==> src/rtl/mc_ctrl_pkg.sv <==
// Shared encodings for the multicycle RISC-V controller: FSM states, opcodes,
// datapath select encodings and the ALU-operation class handed to alu_decoder.
package mc_ctrl_pkg;

    typedef enum logic [3:0] {
        S_FETCH, S_DECODE, S_MEMADR, S_MEMREAD, S_MEMWB, S_MEMWRITE, S_EXECR,
        S_EXECI, S_ALUWB, S_JAL, S_JALR, S_JALRWB, S_LUI, S_BRANCH
    } state_t;

    typedef enum logic [1:0] {
        ALUOP_ADD, ALUOP_SUB, ALUOP_FUNCT
    } aluop_t;

    localparam logic [6:0] OP_LOAD   = 7'b0000011;
    localparam logic [6:0] OP_STORE  = 7'b0100011;
    localparam logic [6:0] OP_RTYPE  = 7'b0110011;
    localparam logic [6:0] OP_ITYPE  = 7'b0010011;
    localparam logic [6:0] OP_BRANCH = 7'b1100011;
    localparam logic [6:0] OP_JAL    = 7'b1101111;
    localparam logic [6:0] OP_JALR   = 7'b1100111;
    localparam logic [6:0] OP_LUI    = 7'b0110111;

    localparam logic [2:0] IMM_I = 3'b000;
    localparam logic [2:0] IMM_S = 3'b001;
    localparam logic [2:0] IMM_B = 3'b010;
    localparam logic [2:0] IMM_U = 3'b011;
    localparam logic [2:0] IMM_J = 3'b100;

    localparam logic [2:0] ALU_ADD = 3'b000;
    localparam logic [2:0] ALU_SUB = 3'b001;
    localparam logic [2:0] ALU_AND = 3'b010;
    localparam logic [2:0] ALU_OR  = 3'b011;
    localparam logic [2:0] ALU_XOR = 3'b100;
    localparam logic [2:0] ALU_SLT = 3'b101;

    localparam logic [1:0] RES_ALUOUT = 2'b00;
    localparam logic [1:0] RES_MEM    = 2'b01;
    localparam logic [1:0] RES_ALURES = 2'b10;
    localparam logic [1:0] RES_IMM    = 2'b11;

    localparam logic [1:0] SRCA_PC    = 2'b00;
    localparam logic [1:0] SRCA_OLDPC = 2'b01;
    localparam logic [1:0] SRCA_RS1   = 2'b10;

    localparam logic [1:0] SRCB_RS2   = 2'b00;
    localparam logic [1:0] SRCB_IMM   = 2'b01;
    localparam logic [1:0] SRCB_FOUR  = 2'b10;

endpackage

==> src/rtl/alu_decoder.sv <==
// Maps the FSM's ALU-operation class plus funct fields to the ALU control code.
import mc_ctrl_pkg::*;

module alu_decoder (
    input  logic [2:0] funct3,
    input  logic       funct7b5,
    input  logic       opb5,
    input  aluop_t     aluop,
    output logic [2:0] aluControl
);

    always_comb begin
        aluControl = ALU_ADD;
        case (aluop)
            ALUOP_SUB:   aluControl = ALU_SUB;
            ALUOP_FUNCT: begin
                case (funct3)
                    // op[5] separates R-type from I-type; addi never subtracts
                    3'b000:  aluControl = (opb5 && funct7b5) ? ALU_SUB : ALU_ADD;
                    3'b111:  aluControl = ALU_AND;
                    3'b110:  aluControl = ALU_OR;
                    3'b100:  aluControl = ALU_XOR;
                    3'b010:  aluControl = ALU_SLT;
                    default: aluControl = ALU_ADD;
                endcase
            end
            default:     aluControl = ALU_ADD;
        endcase
    end

endmodule

==> src/rtl/multicycle_controller.sv <==
// Multicycle RISC-V control FSM; outputs decode from state plus op/funct.
// Define MC_BRANCH_EXT_EN to enable bne/blt/bge in addition to beq.
import mc_ctrl_pkg::*;

module multicycle_controller (
    input  logic       clk,
    input  logic       rst,
    input  logic [6:0] op,
    input  logic [2:0] funct3,
    input  logic       funct7b5,
    input  logic       zero,
    input  logic       lt,
    output logic       pcWrite,
    output logic       adrSrc,
    output logic       memWrite,
    output logic       irWrite,
    output logic [1:0] resultSrc,
    output logic [1:0] aluSrcA,
    output logic [1:0] aluSrcB,
    output logic [2:0] aluControl,
    output logic       regWrite,
    output logic [2:0] immSrc
);

    state_t state, state_nx;
    aluop_t aluop;
    logic   taken;

    always_ff @(posedge clk or posedge rst) begin
        if (rst) state <= S_FETCH;
        else     state <= state_nx;
    end

    always_comb begin
        state_nx = S_FETCH;
        case (state)
            S_FETCH:  state_nx = S_DECODE;
            S_DECODE: begin
                case (op)
                    OP_LOAD, OP_STORE: state_nx = S_MEMADR;
                    OP_RTYPE:          state_nx = S_EXECR;
                    OP_ITYPE:          state_nx = S_EXECI;
                    OP_BRANCH:         state_nx = S_BRANCH;
                    OP_JAL:            state_nx = S_JAL;
                    OP_JALR:           state_nx = S_JALR;
                    OP_LUI:            state_nx = S_LUI;
                    default:           state_nx = S_FETCH;
                endcase
            end
            S_MEMADR:  state_nx = op[5] ? S_MEMWRITE : S_MEMREAD;
            S_MEMREAD: state_nx = S_MEMWB;
            S_EXECR:   state_nx = S_ALUWB;
            S_EXECI:   state_nx = S_ALUWB;
            S_JAL:     state_nx = S_ALUWB;
            S_JALR:    state_nx = S_JALRWB;
            default:   state_nx = S_FETCH;
        endcase
    end

`ifdef MC_BRANCH_EXT_EN
    always_comb begin
        case (funct3)
            3'b000:  taken = zero;
            3'b001:  taken = !zero;
            3'b100:  taken = lt;
            3'b101:  taken = !lt;
            default: taken = 1'b0;
        endcase
    end
`else
    logic unused_lt;
    assign unused_lt = lt;
    assign taken     = (funct3 == 3'b000) && zero;
`endif

    always_comb begin
        pcWrite   = 1'b0;
        adrSrc    = 1'b0;
        memWrite  = 1'b0;
        irWrite   = 1'b0;
        resultSrc = RES_ALUOUT;
        aluSrcA   = SRCA_PC;
        aluSrcB   = SRCB_RS2;
        aluop     = ALUOP_ADD;
        regWrite  = 1'b0;
        immSrc    = IMM_I;
        // IR is still loading during FETCH, so immSrc stays at its default there
        if (state != S_FETCH) begin
            case (op)
                OP_STORE:  immSrc = IMM_S;
                OP_BRANCH: immSrc = IMM_B;
                OP_LUI:    immSrc = IMM_U;
                OP_JAL:    immSrc = IMM_J;
                default:   immSrc = IMM_I;
            endcase
        end
        case (state)
            S_FETCH: begin
                irWrite = 1'b1; pcWrite = 1'b1; resultSrc = RES_ALURES;
                aluSrcA = SRCA_PC; aluSrcB = SRCB_FOUR;
            end
            S_DECODE:   begin aluSrcA = SRCA_OLDPC; aluSrcB = SRCB_IMM; end
            S_MEMADR:   begin aluSrcA = SRCA_RS1; aluSrcB = SRCB_IMM; end
            S_MEMREAD:  adrSrc = 1'b1;
            S_MEMWB:    begin resultSrc = RES_MEM; regWrite = 1'b1; end
            S_MEMWRITE: begin adrSrc = 1'b1; memWrite = 1'b1; end
            S_EXECR:    begin aluSrcA = SRCA_RS1; aluSrcB = SRCB_RS2; aluop = ALUOP_FUNCT; end
            S_EXECI:    begin aluSrcA = SRCA_RS1; aluSrcB = SRCB_IMM; aluop = ALUOP_FUNCT; end
            S_ALUWB:    begin resultSrc = RES_ALUOUT; regWrite = 1'b1; end
            S_JAL: begin
                aluSrcA = SRCA_OLDPC; aluSrcB = SRCB_FOUR; resultSrc = RES_ALUOUT; pcWrite = 1'b1;
            end
            S_JALR: begin
                aluSrcA = SRCA_RS1; aluSrcB = SRCB_IMM; resultSrc = RES_ALURES; pcWrite = 1'b1;
            end
            S_JALRWB: begin
                aluSrcA = SRCA_OLDPC; aluSrcB = SRCB_FOUR; resultSrc = RES_ALURES; regWrite = 1'b1;
            end
            S_LUI:      begin resultSrc = RES_IMM; regWrite = 1'b1; end
            S_BRANCH: begin
                aluSrcA = SRCA_RS1; aluSrcB = SRCB_RS2; aluop = ALUOP_SUB;
                resultSrc = RES_ALUOUT; pcWrite = taken;
            end
            default: ;
        endcase
    end

    alu_decoder u_alu_decoder (
        .funct3     (funct3),
        .funct7b5   (funct7b5),
        .opb5       (op[5]),
        .aluop      (aluop),
        .aluControl (aluControl)
    );

endmodule
==> config.mk <==
export PLATFORM = sky130hd
export DESIGN_NAME = multicycle_controller
export DESIGN_NICKNAME = d
export VERILOG_FILES = /design/src/rtl/mc_ctrl_pkg.sv /design/src/rtl/alu_decoder.sv /design/src/rtl/multicycle_controller.sv
export SDC_FILE = /design/constraint.sdc
export NUM_CORES = 1
export LEC_CHECK = 0
export BUFFER_PORTS_ARGS = -buffer_cell sky130_fd_sc_hd__buf_2
export CELL_PAD_IN_SITES_DETAIL_PLACEMENT = 0
export CELL_PAD_IN_SITES_GLOBAL_PLACEMENT = 2
export CORE_MARGIN = 1
export CORE_UTILIZATION = 26
export CTS_BUF_LIST = sky130_fd_sc_hd__clkbuf_8
export CTS_CLUSTER_DIAMETER = 150
export DETAILED_ROUTE_END_ITERATION = 8
export GPL_ROUTABILITY_DRIVEN = 0
export PLACE_DENSITY = 0.95
export SLEW_MARGIN = 30
export SYNTH_ARGS = -nofsm -noshare
export SYNTH_HDL_FRONTEND = slang
export SYNTH_SLANG_ARGS = --single-unit
==> constraint.sdc <==
create_clock -name clk -period 2.3 [get_ports clk]
set_input_delay 0.115 -clock clk [delete_from_list [all_inputs] [get_ports clk]]
set_output_delay 0.115 -clock clk [all_outputs]
set_load 0.02 [all_outputs]
==> tab_implementation.tex <==
\begin{tabular}{lr}
\hline
Metric & Value \\
\hline
\multicolumn{2}{l}{\textbf{Finish}} \\
Layout area overhead & 33.1\% \\
Final design instance area without fill & 876 um2 \\
Diodes inserted & 0 \\
Proportion of layout cells with a drive suffix above 1 & 35.0\% \\
Post-route non-filler standard cell count & approximately 150 \\
Final Net Count & 139 \\
Top register by number of flip-flops & state \\
Largest registers & state: 4 flops \\
Core utilization of the finished layout & 38.1\% \\
Flip-flop count of the largest register after layout & 4 \\
\multicolumn{2}{l}{\textbf{Detailed routing}} \\
Post-DR wirelength/cell & 12.0 um \\
Via count normalized by instance count & 5.07 \\
Iteration count of the initial detailed-routing pass & 4 \\
Violation count after the first detailed-routing iteration & 11 \\
DRC viols & 0 \\
Post-DRT Antenna Nets & 0 \\
Routed WL & 1780 um \\
Detailed-route via count & between 700 and 800 \\
\multicolumn{2}{l}{\textbf{Global routing}} \\
Global-route wire length before repair & 2900 um \\
Total GRT Usage & 14.4\% \\
Number of antenna violations at the first check in global routing & 0 \\
Residual overflow from global routing & 0 \\
Largest net degree at the start of global routing & 16 \\
Vias in the first global route & 658 \\
\multicolumn{2}{l}{\textbf{Synth}} \\
Cell count after synthesis & 90 \\
Post-synthesis net count & around 110 \\
Number of storage elements in the synthesis netlist & 4 \\
Post-synthesis compound-gate area fraction & 20.3\% \\
Count of distinct cell types in the synthesized netlist & 37 \\
Sequential fraction of the synthesis area & 15.2\% \\
Proportion of synthesized area in mux cells & 0\% \\
Biggest area contributors in the synthesized netlist & sky130\_fd\_sc\_hd\_\_dfrtp\_1, sky130\_fd\_sc\_hd\_\_xor2\_1, sky130\_fd\_sc\_hd\_\_nor2b\_1 \\
Post-synthesis instance area & about 660 um2 \\
Count of yosys warnings during synthesis & 0 \\
Post-synthesis xor/xnor area fraction & between 6 and 7\% \\
Post-synthesis cell type with the largest combined area & sky130\_fd\_sc\_hd\_\_dfrtp\_1 \\
Post-synthesis simple-gate area fraction & 43.2\% \\
Average cell area after synthesis & 7.31 um2 \\
Share of the synthesized area in the top cell type & about 15\% \\
Dominant combinational cell family by area after synthesis & simple AND/OR/NAND/NOR gates \\
Post-Synth Adder-Cell Area & under 10\% \\
\multicolumn{2}{l}{\textbf{Clock tree}} \\
CTS H-Tree Depth & 1 \\
Clock tree sinks & 4 \\
CTS tree & built \\
Clk pin slew, worst setup/hold paths & 0.03 ns \\
Number of buffers created by CTS & 3 \\
Clock tree root driver cell & sky130\_fd\_sc\_hd\_\_clkbuf\_8 \\
Clock latency on the worst-skew pair & 0.22 ns \\
Max Root-Sink Buffers & 2 \\
Cells resized by post-CTS repair & 0 \\
Post CTS Setup Buffer Count & 0 \\
\multicolumn{2}{l}{\textbf{Worst setup path}} \\
Cells traversed along the worst timing path & and2b\_1, nand3\_1, inv\_1, ha\_1, and4b\_1, buf\_2 \\
Data arrival, critical path & 1.87 ns \\
Delay of the slowest cell on the worst path & 0.49 ns \\
Peak fanout along the critical path & 10 \\
Classification of the worst setup path & reg2out \\
Crit path buf inv count & 2 \\
Family with the most delay on the worst path & simple AND/OR/NAND/NOR gates \\
Setup crit start kind & flop \\
Cell depth of the worst flop-to-flop path & 4 \\
Slowest cell on crit path & sky130\_fd\_sc\_hd\_\_dfrtp\_1 \\
Critical path capture point type & primary output \\
Logic depth of the worst path, buffers included & 6 \\
WP data required & 2.18 ns \\
\multicolumn{2}{l}{\textbf{Timing}} \\
Share of the cycle needed by the critical path after routing & 86.5\% \\
Normalized max-slew margin & between 70\% and 80\% \\
Final critical path time including I/O delays and setup & approximately 2.0 ns \\
Slew @ Worst Pin & about 0.37 ns \\
F\_max & 503 MHz \\
Number of max-slew violations in the final report & 0 \\
Number of hold-slack violations in the final timing report & 0 \\
Worst Slack Setup Final & 0.311 ns \\
Setup TNS & 0 ns \\
Unrepaired setup endpoints after global routing & false \\
Total of endpoints with negative setup slack in the final report & 0 \\
Worst Clk Skew & 0.00293 ns \\
\multicolumn{2}{l}{\textbf{Pwr}} \\
PD cells & 731 mW/mm2 \\
Leakage power figure & 0.000447 uW \\
Worst voltage drop across the vdd grid & 0.000344 V \\
\multicolumn{2}{l}{\textbf{Floorplanning}} \\
Number of I/O pins & 32 \\
FP Rows & 17 \\
Floorplan Core Area & between 0.002 and 0.0025 mm2 \\
Die Area & 0.00274 mm2 \\
Die outline height & between 50 and 60 um \\
Starting utilization of the core area & 28.6\% \\
Horiz. Die Dim & 52.3 um \\
\multicolumn{2}{l}{\textbf{Worst hold path}} \\
Hold Crit Class & in2reg \\
Number of stages on the worst hold path & 3 \\
\multicolumn{2}{l}{\textbf{Placement}} \\
Area post-placement & around 800 um2 \\
Input/output buffers & 30 \\
Worst setup slack after placement & 0.538 ns \\
Post-placement cell count & 144 \\
Post-DP HPWL & 1430 um \\
\multicolumn{2}{l}{\textbf{Outcome}} \\
Outcome & completed \\
\multicolumn{2}{l}{\textbf{Job}} \\
Number of max-cap violations & 0 \\
\hline
\end{tabular}
==> per-stage QoR <==
step / hold slack [ns] / power [uW]
global placement: -0.00448 / 489
detailed placement: 0.00632 / 494
finish: 0.231 / 641
global route: 0.264 / 693
floorplan: -0.119 / 384
CTS: 0.236 / 644
==> report_power, final <==
group,internal [uW],switching [uW]
clock,112,36.5
sequential,83.1,29.5
combinational,143,237
total,337,303
==> final timing paths <==
kind,from,endpoint,slack (ns)
setup / recovery,state[0],aluControl[1],0.31
hold / removal,op[4],state[0],0.23
setup reg to reg,state[3],state[3],1.07
hold reg to reg,state[1],state[3],0.68
max in group asynchronous,rst,state[2],1.83
min in group asynchronous,rst,state[3],0.32
==> metal layers <==
layer,wire length (um),global-route usage (%)
met1,847,19.0
met2,847,22.4
met3,70,1.74
met4,15,7.89
met5,0,0
==> final cells by class <==
cell class / count / area (um2)
Inverter: 8 / 30.0
Timing Repair Buffer: 34 / 183
Sequential cell: 4 / 100
Clock buffer: 3 / 41.3
Fill cell: 252 / 1420
Tap cell: 28 / 35.0
Multi-Input combinational cell: 71 / 487
==> synthesized netlist by cell type (all sizes together) <==
| master | n |
|---|---|
| inv | 8 |
| xor2 | 4 |
| a2111oi | 1 |
| o2111ai | 1 |
| o211ai | 1 |
| nand4 | 2 |
| nand2 | 3 |
| and4b | 2 |
| a31oi | 3 |
| nor2b | 5 |
| and2 | 3 |
| and2b | 1 |
| o22ai | 2 |
| o31ai | 1 |
| o41ai | 1 |
| o21ai | 6 |
| or2 | 1 |
| buf | 7 |
| dfrtp | 4 |
| ha | 2 |
| xnor2 | 1 |
| nor3b | 3 |
| a21oi | 3 |
| nor4 | 1 |
| and3b | 3 |
| a311o | 1 |
| nand3b | 2 |
| nor3 | 5 |
| nand3 | 4 |
| nor2 | 7 |
| and3 | 2 |
==> placed cells by master (no fill, tap or decap), types with 4 or more instances in the layout <==
cell type	synthesis	layout
sky130_fd_sc_hd__nand3_1	4	4
sky130_fd_sc_hd__dfrtp_1	4	4
sky130_fd_sc_hd__nor3_1	4	4
sky130_fd_sc_hd__nor2b_1	5	5
sky130_fd_sc_hd__xor2_1	4	4
sky130_fd_sc_hd__inv_1	8	8
sky130_fd_sc_hd__nor2_1	6	6
sky130_fd_sc_hd__buf_2	6	30
==> timing repair <==
action	in CTS	in global routing
hold endpoints to repair	4	0
hold buffers	1	0
endpoints found under the setup margin	0	0
==> worst min-delay path, cell delays in order <==
cell	delay, ns
sky130_fd_sc_hd__buf_2	0.14
sky130_fd_sc_hd__nand4_1	0.07
sky130_fd_sc_hd__nand3_1	0.07
==> cells by family after synthesis <==
| family | after synthesis |
|---|---|
| and+or+nand+nor | 44 |
| buffers and inverters | 15 |
| DFF | 4 |
| AOI/OAI and AO/OA | 20 |
| adders and majority gates | 2 |
| xor gates and xnor gates | 5 |
Note: power is estimated with default switching activity, not from simulation.
